**src/rtl/mem_ctrl_fsm.sv**
```systemverilog
// mem_ctrl_fsm: multicycle fetch / decode / load-store sequencer driving the memory port controls.
// Optional exec-stage watchdog is compiled in when EXEC_TIMEOUT_EN is defined.
module mem_ctrl_fsm #(
  parameter logic [3:0]  OPC_LOAD    = 4'h1,
  parameter logic [3:0]  OPC_STORE   = 4'h2,
  parameter logic [3:0]  OPC_HALT    = 4'hF,
  parameter int unsigned MEM_LAT     = 1,
  parameter int unsigned TIMEOUT_CYC = 255
) (
  input  logic        clk,
  input  logic        reset,
  input  logic        run,
  input  logic [15:0] IRw,
  input  logic        exec_done,
  output logic        IorD,
  output logic        wea,
  output logic        IRWrite,
  output logic        PCWrite,
  output logic        exec_start,
  output logic        load_wb,
  output logic        halted,
  output logic        fault
);

  // One counter serves the memory wait phases and the exec watchdog, so it is sized for the larger.
  localparam int unsigned TO_BITS = $clog2(TIMEOUT_CYC + 1);
  localparam int unsigned CNT_W   = (TO_BITS > 8) ? TO_BITS : 8;
  localparam logic [CNT_W-1:0] LAT_LAST = CNT_W'(MEM_LAT - 1);

  typedef enum logic [3:0] {
    IDLE, FETCH, DECODE, ADDR, MRD, WB, MWR, EXEC, HALT
  } state_e;

  state_e             state_q, state_d;
  logic [CNT_W-1:0]   cnt_q, cnt_d;
  logic               entry_q, entry_d;
  logic               is_load_q, is_load_d;
  logic [3:0]         opcode;
  state_e             boundary;
  logic               unused_irw;

  assign opcode     = IRw[15:12];
  assign unused_irw = ^IRw[11:0];

`ifdef EXEC_TIMEOUT_EN
  localparam logic [CNT_W-1:0] TO_LAST = CNT_W'(TIMEOUT_CYC - 1);
  logic fault_q, fault_d;
  assign fault = fault_q;
`else
  assign fault = 1'b0;
`endif

  always_comb begin
    state_d   = state_q;
    cnt_d     = cnt_q;
    entry_d   = 1'b0;
    is_load_d = is_load_q;
    boundary  = run ? FETCH : IDLE;
`ifdef EXEC_TIMEOUT_EN
    fault_d   = fault_q;
`endif
    case (state_q)
      IDLE: begin
        if (run) begin
          state_d = FETCH;
          cnt_d   = '0;
        end
      end
      FETCH: begin
        if (cnt_q == LAT_LAST) begin
          state_d = DECODE;
          cnt_d   = '0;
        end else begin
          cnt_d = cnt_q + CNT_W'(1);
        end
      end
      DECODE: begin
        cnt_d = '0;
        if (opcode == OPC_LOAD || opcode == OPC_STORE) begin
          state_d   = ADDR;
          entry_d   = 1'b1;
          is_load_d = (opcode == OPC_LOAD);
        end else if (opcode == OPC_HALT) begin
          state_d = HALT;
        end else begin
          state_d = EXEC;
          entry_d = 1'b1;
        end
      end
      ADDR, EXEC: begin
        // exec_done is only meaningful once the request from the entry cycle is out.
        if (!entry_q && exec_done) begin
          cnt_d = '0;
          if (state_q == EXEC)  state_d = boundary;
          else if (is_load_q)   state_d = MRD;
          else                  state_d = MWR;
        end
`ifdef EXEC_TIMEOUT_EN
        else if (cnt_q == TO_LAST) begin
          state_d = HALT;
          fault_d = 1'b1;
        end else begin
          cnt_d = cnt_q + CNT_W'(1);
        end
`endif
      end
      MRD: begin
        if (cnt_q == LAT_LAST) begin
          state_d = WB;
          cnt_d   = '0;
        end else begin
          cnt_d = cnt_q + CNT_W'(1);
        end
      end
      WB:      state_d = boundary;
      MWR:     state_d = boundary;
      HALT:    state_d = HALT;
      default: state_d = IDLE;
    endcase
  end

  always_ff @(posedge clk) begin
    if (!reset) begin
      state_q   <= IDLE;
      cnt_q     <= '0;
      entry_q   <= 1'b0;
      is_load_q <= 1'b0;
`ifdef EXEC_TIMEOUT_EN
      fault_q   <= 1'b0;
`endif
    end else begin
      state_q   <= state_d;
      cnt_q     <= cnt_d;
      entry_q   <= entry_d;
      is_load_q <= is_load_d;
`ifdef EXEC_TIMEOUT_EN
      fault_q   <= fault_d;
`endif
    end
  end

  // Moore outputs: a function of the registered state and its wait counter only.
  always_comb begin
    IorD       = 1'b0;
    wea        = 1'b0;
    IRWrite    = 1'b0;
    PCWrite    = 1'b0;
    exec_start = 1'b0;
    load_wb    = 1'b0;
    halted     = 1'b0;
    case (state_q)
      FETCH: begin
        IRWrite = (cnt_q == LAT_LAST);
        PCWrite = (cnt_q == LAT_LAST);
      end
      ADDR, EXEC: exec_start = entry_q;
      MRD:  IorD = 1'b1;
      WB: begin
        IorD    = 1'b1;
        load_wb = 1'b1;
      end
      MWR: begin
        IorD = 1'b1;
        wea  = 1'b1;
      end
      HALT:    halted = 1'b1;
      default: ;
    endcase
  end

endmodule

```
**config.mk**
```make
export PLATFORM = sky130hd
export DESIGN_NAME = mem_ctrl_fsm
export DESIGN_NICKNAME = d
export VERILOG_FILES = /design/src/rtl/mem_ctrl_fsm.sv
export SDC_FILE = /design/constraint.sdc
export NUM_CORES = 1
export LEC_CHECK = 0
export BUFFER_PORTS_ARGS = -buffer_cell sky130_fd_sc_hd__buf_2
export CORE_UTILIZATION = 28
export DETAILED_ROUTE_END_ITERATION = 16
export GPL_ROUTABILITY_DRIVEN = 0
export PLACE_DENSITY = 0.5
export SLEW_MARGIN = 30
export SYNTH_ARGS = -nofsm -noshare
export SYNTH_HDL_FRONTEND = slang
export SYNTH_SLANG_ARGS = --single-unit
```
**constraint.sdc**
```tcl
create_clock -name clk -period 1.9 [get_ports clk]
set_clock_uncertainty 0.1 [all_clocks]
set_input_delay 0.38 -clock clk [delete_from_list [all_inputs] [get_ports clk]]
set_output_delay 0.38 -clock clk [all_outputs]
set_load 0.02 [all_outputs]
```
== Yosys cells after proc, flatten, opt, wreduce, memory -nomap -nowiden ==
Cells that the tools add are included.

* Register bits: 14
* Bits in latches: 0
* Bits in writable memories: 0
* Bits in read-only memories: 0
* Logic and storage cells: 56
* Memories kept: 0

* $add $sub $neg: 1
* Multipliers: 0
* Divide/modulo/power cells: 0
* $lt $le $gt $ge: 0
* Equality and inequality tests: 15
* Shift operators: 0
* Mux-type cells: 22
* Bitwise logic cells: 0
* Reductions and logical operators: 14

{| class="wikitable"
|+ Operators by type and width
! kind !! number
|-
| one-hot mux 8 bit (4 select lines) || 1
|-
| one-hot mux 4 bit (7 select lines) || 1
|-
| 2-to-1 mux 4 bit || 6
|-
| 2-to-1 mux 8 bit || 3
|-
| equality test 4 x 3 -> 1 bit (second input constant) || 4
|-
| equality test 4 x 2 -> 1 bit (second input constant) || 3
|-
| 2-to-1 mux 1 bit || 9
|-
| adder 8 x 1 -> 8 bit (second input constant) || 1
|-
| equality test 4 x 1 -> 1 bit (second input constant) || 2
|-
| equality test 4 bit (second input constant) || 2
|-
| logical NOT 8 bit || 1
|-
| != test 2 bit (second input constant) || 4
|-
| OR reduction 2 bit || 3
|-
| logical NOT 4 bit || 1
|-
| AND reduction 2 bit || 2
|-
| AND reduction 4 bit || 1
|-
| nonzero test 4 bit || 1
|-
| 2-to-1 mux 3 bit || 1
|-
| AND reduction 3 bit || 1
|-
| OR reduction 3 bit || 1
|-
| 2-to-1 mux 2 bit || 1
|-
| logical AND 1 bit || 1
|-
| logical NOT 1 bit || 1
|-
| logical OR 1 bit || 1
|}

== Longest topological paths before layout ==
Gate-level depths: netlist (run 1).

* Depth in word-level cells: 4
* Gate-level depth with buffers: 7
* Mapped depth without buffers: 6

== Worst setup path after synthesis (run 1) ==
No wires, ideal clock.

* Path kind: register to output
* Start point: register cnt_q[0]
* End point: output PCWrite
* Arrival time: 1764 ps
* Data required time: 1420 ps
* Path slack: -344 ps
* Cell stages (with the launch flop): 7
* Path buffers: 1
* Cells stage by stage: dfxtp_1 -> inv_1 -> ha_1 -> nor4b_4 -> nand2_1 -> nor4_1 -> buf_4

* Cells in the longest elaborated chain, start to end: 2

{| class="wikitable"
|+ Ends and longest elaborated chain
! item !! line !! RTL
|-
| start: declaration || 35 || <nowiki>logic [CNT_W-1:0] cnt_q, cnt_d;</nowiki>
|-
| start signal: assignment || 133 || <nowiki>cnt_q <= cnt_d;</nowiki>
|-
| logical NOT 8 bit || n/a ||
|-
| 2-to-1 mux 1 bit || n/a ||
|-
| end: declaration || 18 || <nowiki>output logic PCWrite,</nowiki>
|}

No other way between the ends.

== Final worst setup path (run 1) ==
* Start point: register cnt_q[0]
* End point: output PCWrite

* Cells in the longest elaborated chain, start to end: 2

{| class="wikitable"
|+ Ends and longest elaborated chain
! item !! line !! RTL
|-
| logical NOT 8 bit || 154 || <nowiki>PCWrite = (cnt_q == LAT_LAST);</nowiki>
|-
| 2-to-1 mux 1 bit || 151 || <nowiki>case (state_q)</nowiki>
|}

No other way between the ends.

==> results of run 1 <==
==> flip-flops by register name, summed over array words and instances (netlist names) <==
register	count
cnt_q	8
state_q	4
entry_q	1
is_load_q	1
==> power by group through the flow <==
stage | Combinational, mW | Clock (mW) | Sequential [mW]
2_1_floorplan | 0.461 | 0 | 0.355
6_report | 0.610 | 0.230 | 0.367
4_1_cts | 0.586 | 0.235 | 0.365
3_3_place_gp | 0.561 | 0 | 0.369
3_5_place_dp | 0.569 | 0 | 0.371
5_1_grt | 0.682 | 0.244 | 0.373
==> metrics by stage <==
stage	area [um2]	hold slack [ps]	power [mW]	setup TNS, ps
2_1_floorplan	977	380	0.817	0
3_3_place_gp	1120	416	0.930	0
3_5_place_dp	1120	424	0.940	0
4_1_cts	1180	253	1.19	-280
5_1_grt	1210	253	1.30	-400
6_report	1210	254	1.21	-143
==> kinds of logic (layout without fill, tap and decap cells) <==
group | count (synthesis) | count (layout) | share of synthesized area (%)
AND/OR/NAND/NOR | 49 | 49 | 29.1
buffers and inverters | 15 | 37 | 8.32
adder cells (fa/ha/maj) | 2 | 2 | 2.60
XOR/XNOR | 3 | 3 | 2.73
multiplexers | 1 | 1 | 1.17
AO/OA/AOI/OAI | 38 | 38 | 26.5
flip-flops | 14 | 14 | 29.1
other | 1 | 1 | 0.390
==> final timing paths <==
path | from | endpoint | depth (start not counted)
worst max-delay path | cnt_q[0] | PCWrite | 6
worst min-delay path | reset | entry_q | 3
worst max register to register | cnt_q[1] | cnt_q[2] | 8
worst min register to register | cnt_q[0] | cnt_q[0] | 3
==> worst max-delay path: cells and delay by family (launching register included) <==
kind	cells	cell delay (ps)
and+or+nand+nor	3	480
buffers and inverters	2	260
DFF	1	330
adders and majority gates	1	130
==> cell type report <==
type / count / area, um2
clock buffers: 4 / 36.3
well taps: 44 / 55.1
inverters: 7 / 26.3
multi-input cells: 94 / 644
flip-flops and latches: 14 / 283
repair buffers: 26 / 165
fillers: 350 / 1940
==> repair_timing <==
| item | in CTS | in global routing |
|---|---|---|
| pin swaps | 0 | 1 |
| endpoints found under the setup margin | 2 | 5 |
| buffers inserted | 0 | 2 |
| cloned | 0 | 0 |
| gates resized for setup | 7 | 4 |
==> cell usage in the layout, fill, tap and decap left out, types with 3 or more instances in the layout <==
cell,Yosys,layout
o21ai_0,12,12
nand2_1,8,7
a31oi_1,3,3
nor2_1,10,10
buf_2,1,12
clkbuf_4,0,3
dfxtp_1,14,12
and3_1,5,5
a21oi_1,8,8
nor3_1,6,5
nand3_1,4,4
buf_4,4,14
inv_1,7,5
==> metal layers <==
metal / track usage [%] / wire length, um / vias up
met5: 0 / 0 / -
met4: 5.84 / 40 / 0
met3: 2.56 / 67 / 8
met2: 24.3 / 1110 / 20
met1: 19.7 / 1150 / 457
li1: - / - / 487
==> out/qor.yml, run 1 <==
synth:
  syn-instance-count: 123
  ys_types: 46
  ys_ff_latch: 14
  synth_area_um2: 962
  synthTopCellsByArea: "dfxtp_1 29%, o21ai_0 6.2%, a21oi_1 4.2%"
  avgSynthCellArea_um2: 7.82
  synthTopCellsByCount: "14 x dfxtp_1, 12 x o21ai_0, 10 x nor2_1"
  async_reset_ff_share_pct: 0
  synth_edf_count: 0
  yosysWarnings: 0
  synth_ff_type: "dfxtp_1"
  yosysTopAreaCellShare_pct: 29.1
  yosysSeqAreaShare_pct: 29.1
  synth.largest_area_cell: "dfxtp_1"
  yosysMostFrequentCell: "dfxtp_1"
  synth_nets: 145
global_routing:
  grt_max_degree: 12
  antenna_found_initial: 0
  grt_usage_pct: 14.9
  grt_pass1_vias: 918
  grt_overflow: 0
  grt_pass1_wl_um: 4030
status:
  violations: "setup timing"
  status: "finished with violations"
drt:
  drt_iter0_markers: 16
  ant_nets: 0
  avgRoutedWirePerCell_um: 12.5
  dr.pass1.iters: 4
  drt_wl_total_um: 2360
  vias: 972
  avgViaCountPerCell: 5.14
  drcViolationCount: 0
power:
  p_comb_share_pct: 50.6
  p_per_area_nw_per_um2: 997
  switchingPower_mw: 0.504
  ir_worst_vdd_v: 0.000424
  switching_share_pct: 41.7
  p_clk_share_pct: 19.0
  cell_internal_pwr_mw: 0.703
  power_frac_seq_pct: 30.4
  leakagePower_nw: 0.509
worst_setup_path:
  r2r_slack_ps: 110
  cp-end-kind: "output pin"
  startpoint_type: "register"
  worstPathRequired_ps: 1420
  critical_path_arrival_ps: 1490
  max_stage_delay_ps: 330
  cp_cell_sequence: "inv_2, ha_4, nor4b_4, nand2_2, nor4_4, buf_4"
  cp_max_fo: 2
  cpMaxStageDelayCell: "dfxtp_2"
  critical_path_class: "register to output pin"
cts:
  cts_buffer_depth: 2
  cts.sinks: 14
  cts_buffers: 3
  ctsHoldBuffers: 0
  insertion_delay_ps: 290
  cts_tree: "done"
  clk_pin_slew_worst_paths_ps: 90
  cts_max_level: 1
  cts_root_buf: "clkbuf_4"
placed_design:
  portBuffers: 14
  dp.cells: 183
  place_hpwl_um: 1760
  dpl_worst_slack_ps: 101
final_layout:
  syn2layout_area_growth_pct: 25.7
  final_cells: 189
  final_util_pct: 38.4
  drive_gt1_share_pct: 31.7
  layout.nets: 168
  diodes: 0
die:
  start_util_pct: 30.5
  boundaryPins: 28
  core_region_area_um2: 3150
  die-height_um: 60.6
  die_w_um: 60.6
  rows: 20
  die-area_um2: 3670
sta:
  max_freq_mhz: 507
  fin_crit_ps: 1970
  setup_viol: 2
  rsz0062_at_grt: "true"
  finalCritPeriodShare_pct: 104
  fin_ws_ps: -71.6
  slew_viol_final: 0
  hold_violations: 0
run:
  cap_viol_max_count: 0
hold_path:
  holdCritPathClass: "input port to register"
(Power assumes the default switching activity.)
==> run 2: changes to the inputs <==
--- a/config.mk
+++ b/config.mk
@@ -10,6 +10,7 @@
 export DETAILED_ROUTE_END_ITERATION = 16
 export GPL_ROUTABILITY_DRIVEN = 0
 export PLACE_DENSITY = 0.5
+export REMOVE_ABC_BUFFERS = 1
 export SLEW_MARGIN = 30
 export SYNTH_ARGS = -nofsm -noshare
 export SYNTH_HDL_FRONTEND = slang
==> out/qor.yml, run 2 (synthesis results as in run 1) <==
status:
  status: "finished with violations"
  violations: "setup timing"
drt:
  vias: 981  # +0.93%
  avgRoutedWirePerCell_um: 12.4  # -0.35%
  ant_nets: 0  # unchanged
  drt_wl_total_um: 2390  # +1.2%
  avgViaCountPerCell: 5.11  # -0.65%
  dr.pass1.iters: 4  # unchanged
  drcViolationCount: 0  # unchanged
  drt_iter0_markers: 23  # +7
cts:
  cts_tree: "done"
  insertion_delay_ps: 280  # about the same
  clk_pin_slew_worst_paths_ps: 90  # about the same
  ctsHoldBuffers: 0  # unchanged
  cts.sinks: 14  # unchanged
  cts_max_level: 1  # unchanged
  cts_root_buf: "clkbuf_4"
  cts_buffer_depth: 2  # unchanged
  cts_buffers: 3  # unchanged
placed_design:
  portBuffers: 14  # unchanged
  dpl_worst_slack_ps: -5.45  # -106 ps
  place_hpwl_um: 1770  # +0.48%
power:
  p_clk_share_pct: 15.1  # -3.9 points
  ir_worst_vdd_v: 0.000390  # -8.1%
  cell_internal_pwr_mw: 0.661  # -6.1%
  power_frac_seq_pct: 31.6  # +1.2 points
  p_per_area_nw_per_um2: 921  # -7.6%
  leakagePower_nw: 0.531  # +4.3%
  p_comb_share_pct: 53.3  # +2.7 points
  switchingPower_mw: 0.498  # -1.1%
  switching_share_pct: 43.0  # +1.3 points
global_routing:
  grt_overflow: 0  # unchanged
  grt_pass1_wl_um: 3970  # -1.4%
  grt_usage_pct: 14.5  # -0.48 points
  grt_max_degree: 12  # unchanged
  grt_pass1_vias: 856  # -6.8%
  antenna_found_initial: 0  # unchanged
final_layout:
  layout_common_cells: "15 x buf_4, 12 x o21ai_0, 12 x dfxtp_1, 12 x buf_2, 10 x nor2_1"
  reg.largest.list: "cnt_q: 8 flops, state_q: 4 flops"
  largest-register: "cnt_q"
  diodes: 0  # unchanged
  syn2layout_area_growth_pct: 30.7
  largest_register_ffs: 8  # unchanged
  layout.nets: 172  # +2.4%
  layout_commonest_cell: "buf_4"
  drive_gt1_share_pct: 35.1  # +3.4 points
worst_setup_path:
  cp-startpoint: "cnt_q[0]"
  r2r_slack_ps: 60  # -50 ps
  critical_path_class: "register to output pin"
  worstReg2RegEnd: "cnt_q[2]"
  critical_path_arrival_ps: 1500  # about the same
  cp-endpoint: "PCWrite"
  cp_max_fo: 2  # unchanged
  r2r_cells: 9  # +1
  worstPathRequired_ps: 1420  # about the same
  startpoint_type: "register"
  r2r_start: "cnt_q[0]"
  cp-end-kind: "output pin"
sta:
  slew_viol_final: 0  # unchanged
  fin_ws_ps: -75.6  # -3.97 ps
  rsz0062_at_grt: "true"
  setup_viol: 2  # unchanged
  fin_tns_setup_ps: -151  # -7.87 ps
  fin_crit_ps: 1980  # +3.97 ps
  max_freq_mhz: 506  # -0.20%
  finalCritPeriodShare_pct: 104  # +0.21 points
  hold_violations: 0  # unchanged
die:
  die-height_um: 60.6  # unchanged
  boundaryPins: 28  # unchanged
  start_util_pct: 30.5  # unchanged
  core_region_area_um2: 3150  # unchanged
  die-area_um2: 3670  # unchanged
  rows: 20  # unchanged
  die_w_um: 60.6  # unchanged
run:
  cap_viol_max_count: 0  # unchanged
hold_path:
  hold_depth: 3  # unchanged
  holdCritPathClass: "input port to register"
==> run 2: metrics by stage <==
stage               util, %  hold slack (ps)  power, mW  instances  instance area [um2]
CTS                    37.5              262       1.12        190                 1180
detailed placement     35.6              419      0.928        185                 1120
global placement       35.6              414      0.925        185                 1120
floorplan                 -              380      0.736        115                  908
global route           39.9              271       1.24        192                 1260
finish                 39.9              268       1.16        192                 1260
==> run 2: critical path, cell delays in order (launching register included) <==
cell and delay, ps:
dfxtp_2 330, inv_2 70, ha_4 130, nor4b_4 190
nand2_1 130, nor4_4 180, buf_4 190
==> run 2: layout make-up <==
type / instances / area (um2)
well taps: 44 / 55.1
repair buffers: 30 / 206
multi-input cells: 94 / 664
inverters: 7 / 26.3
fillers: 350 / 1900
flip-flops and latches: 14 / 283
clock buffers: 3 / 22.5
==> run 2: power by group through the flow <==
stage,sequential (mW),clock (mW),combinational [mW]
5_1_grt,0.374,0.195,0.675
2_1_floorplan,0.396,0,0.341
3_3_place_gp,0.370,0,0.555
4_1_cts,0.363,0.182,0.575
3_5_place_dp,0.369,0,0.559
6_report,0.366,0.175,0.617
==> run 2: how the worst min path moves through the flow <==
stage | to | slack (ps) | startpoint
5_1_grt | state_q[1] | 270 | reset
2_1_floorplan | cnt_q[1] | 380 | cnt_q[1]
3_5_place_dp | cnt_q[6] | 420 | cnt_q[6]
4_1_cts | entry_q | 260 | reset
3_3_place_gp | cnt_q[6] | 410 | cnt_q[6]
6_report | entry_q | 270 | reset
==> run 2: what timing repair did <==
item,4_1_cts,5_1_grt
pin swaps,0,3
setup buffers,2,2
cloned,0,0
gates resized for setup,5,14
setup endpoints to repair,2,7
==> run 2: layer usage <==
metal | track usage (%) | vias to the layer above | wire length, um
met5 | 0 | - | 0
met4 | 3.90 | 0 | 0
met3 | 2.56 | 0 | 89
met2 | 23.9 | 28 | 1150
met1 | 19.4 | 465 | 1150
li1 | - | 488 | -
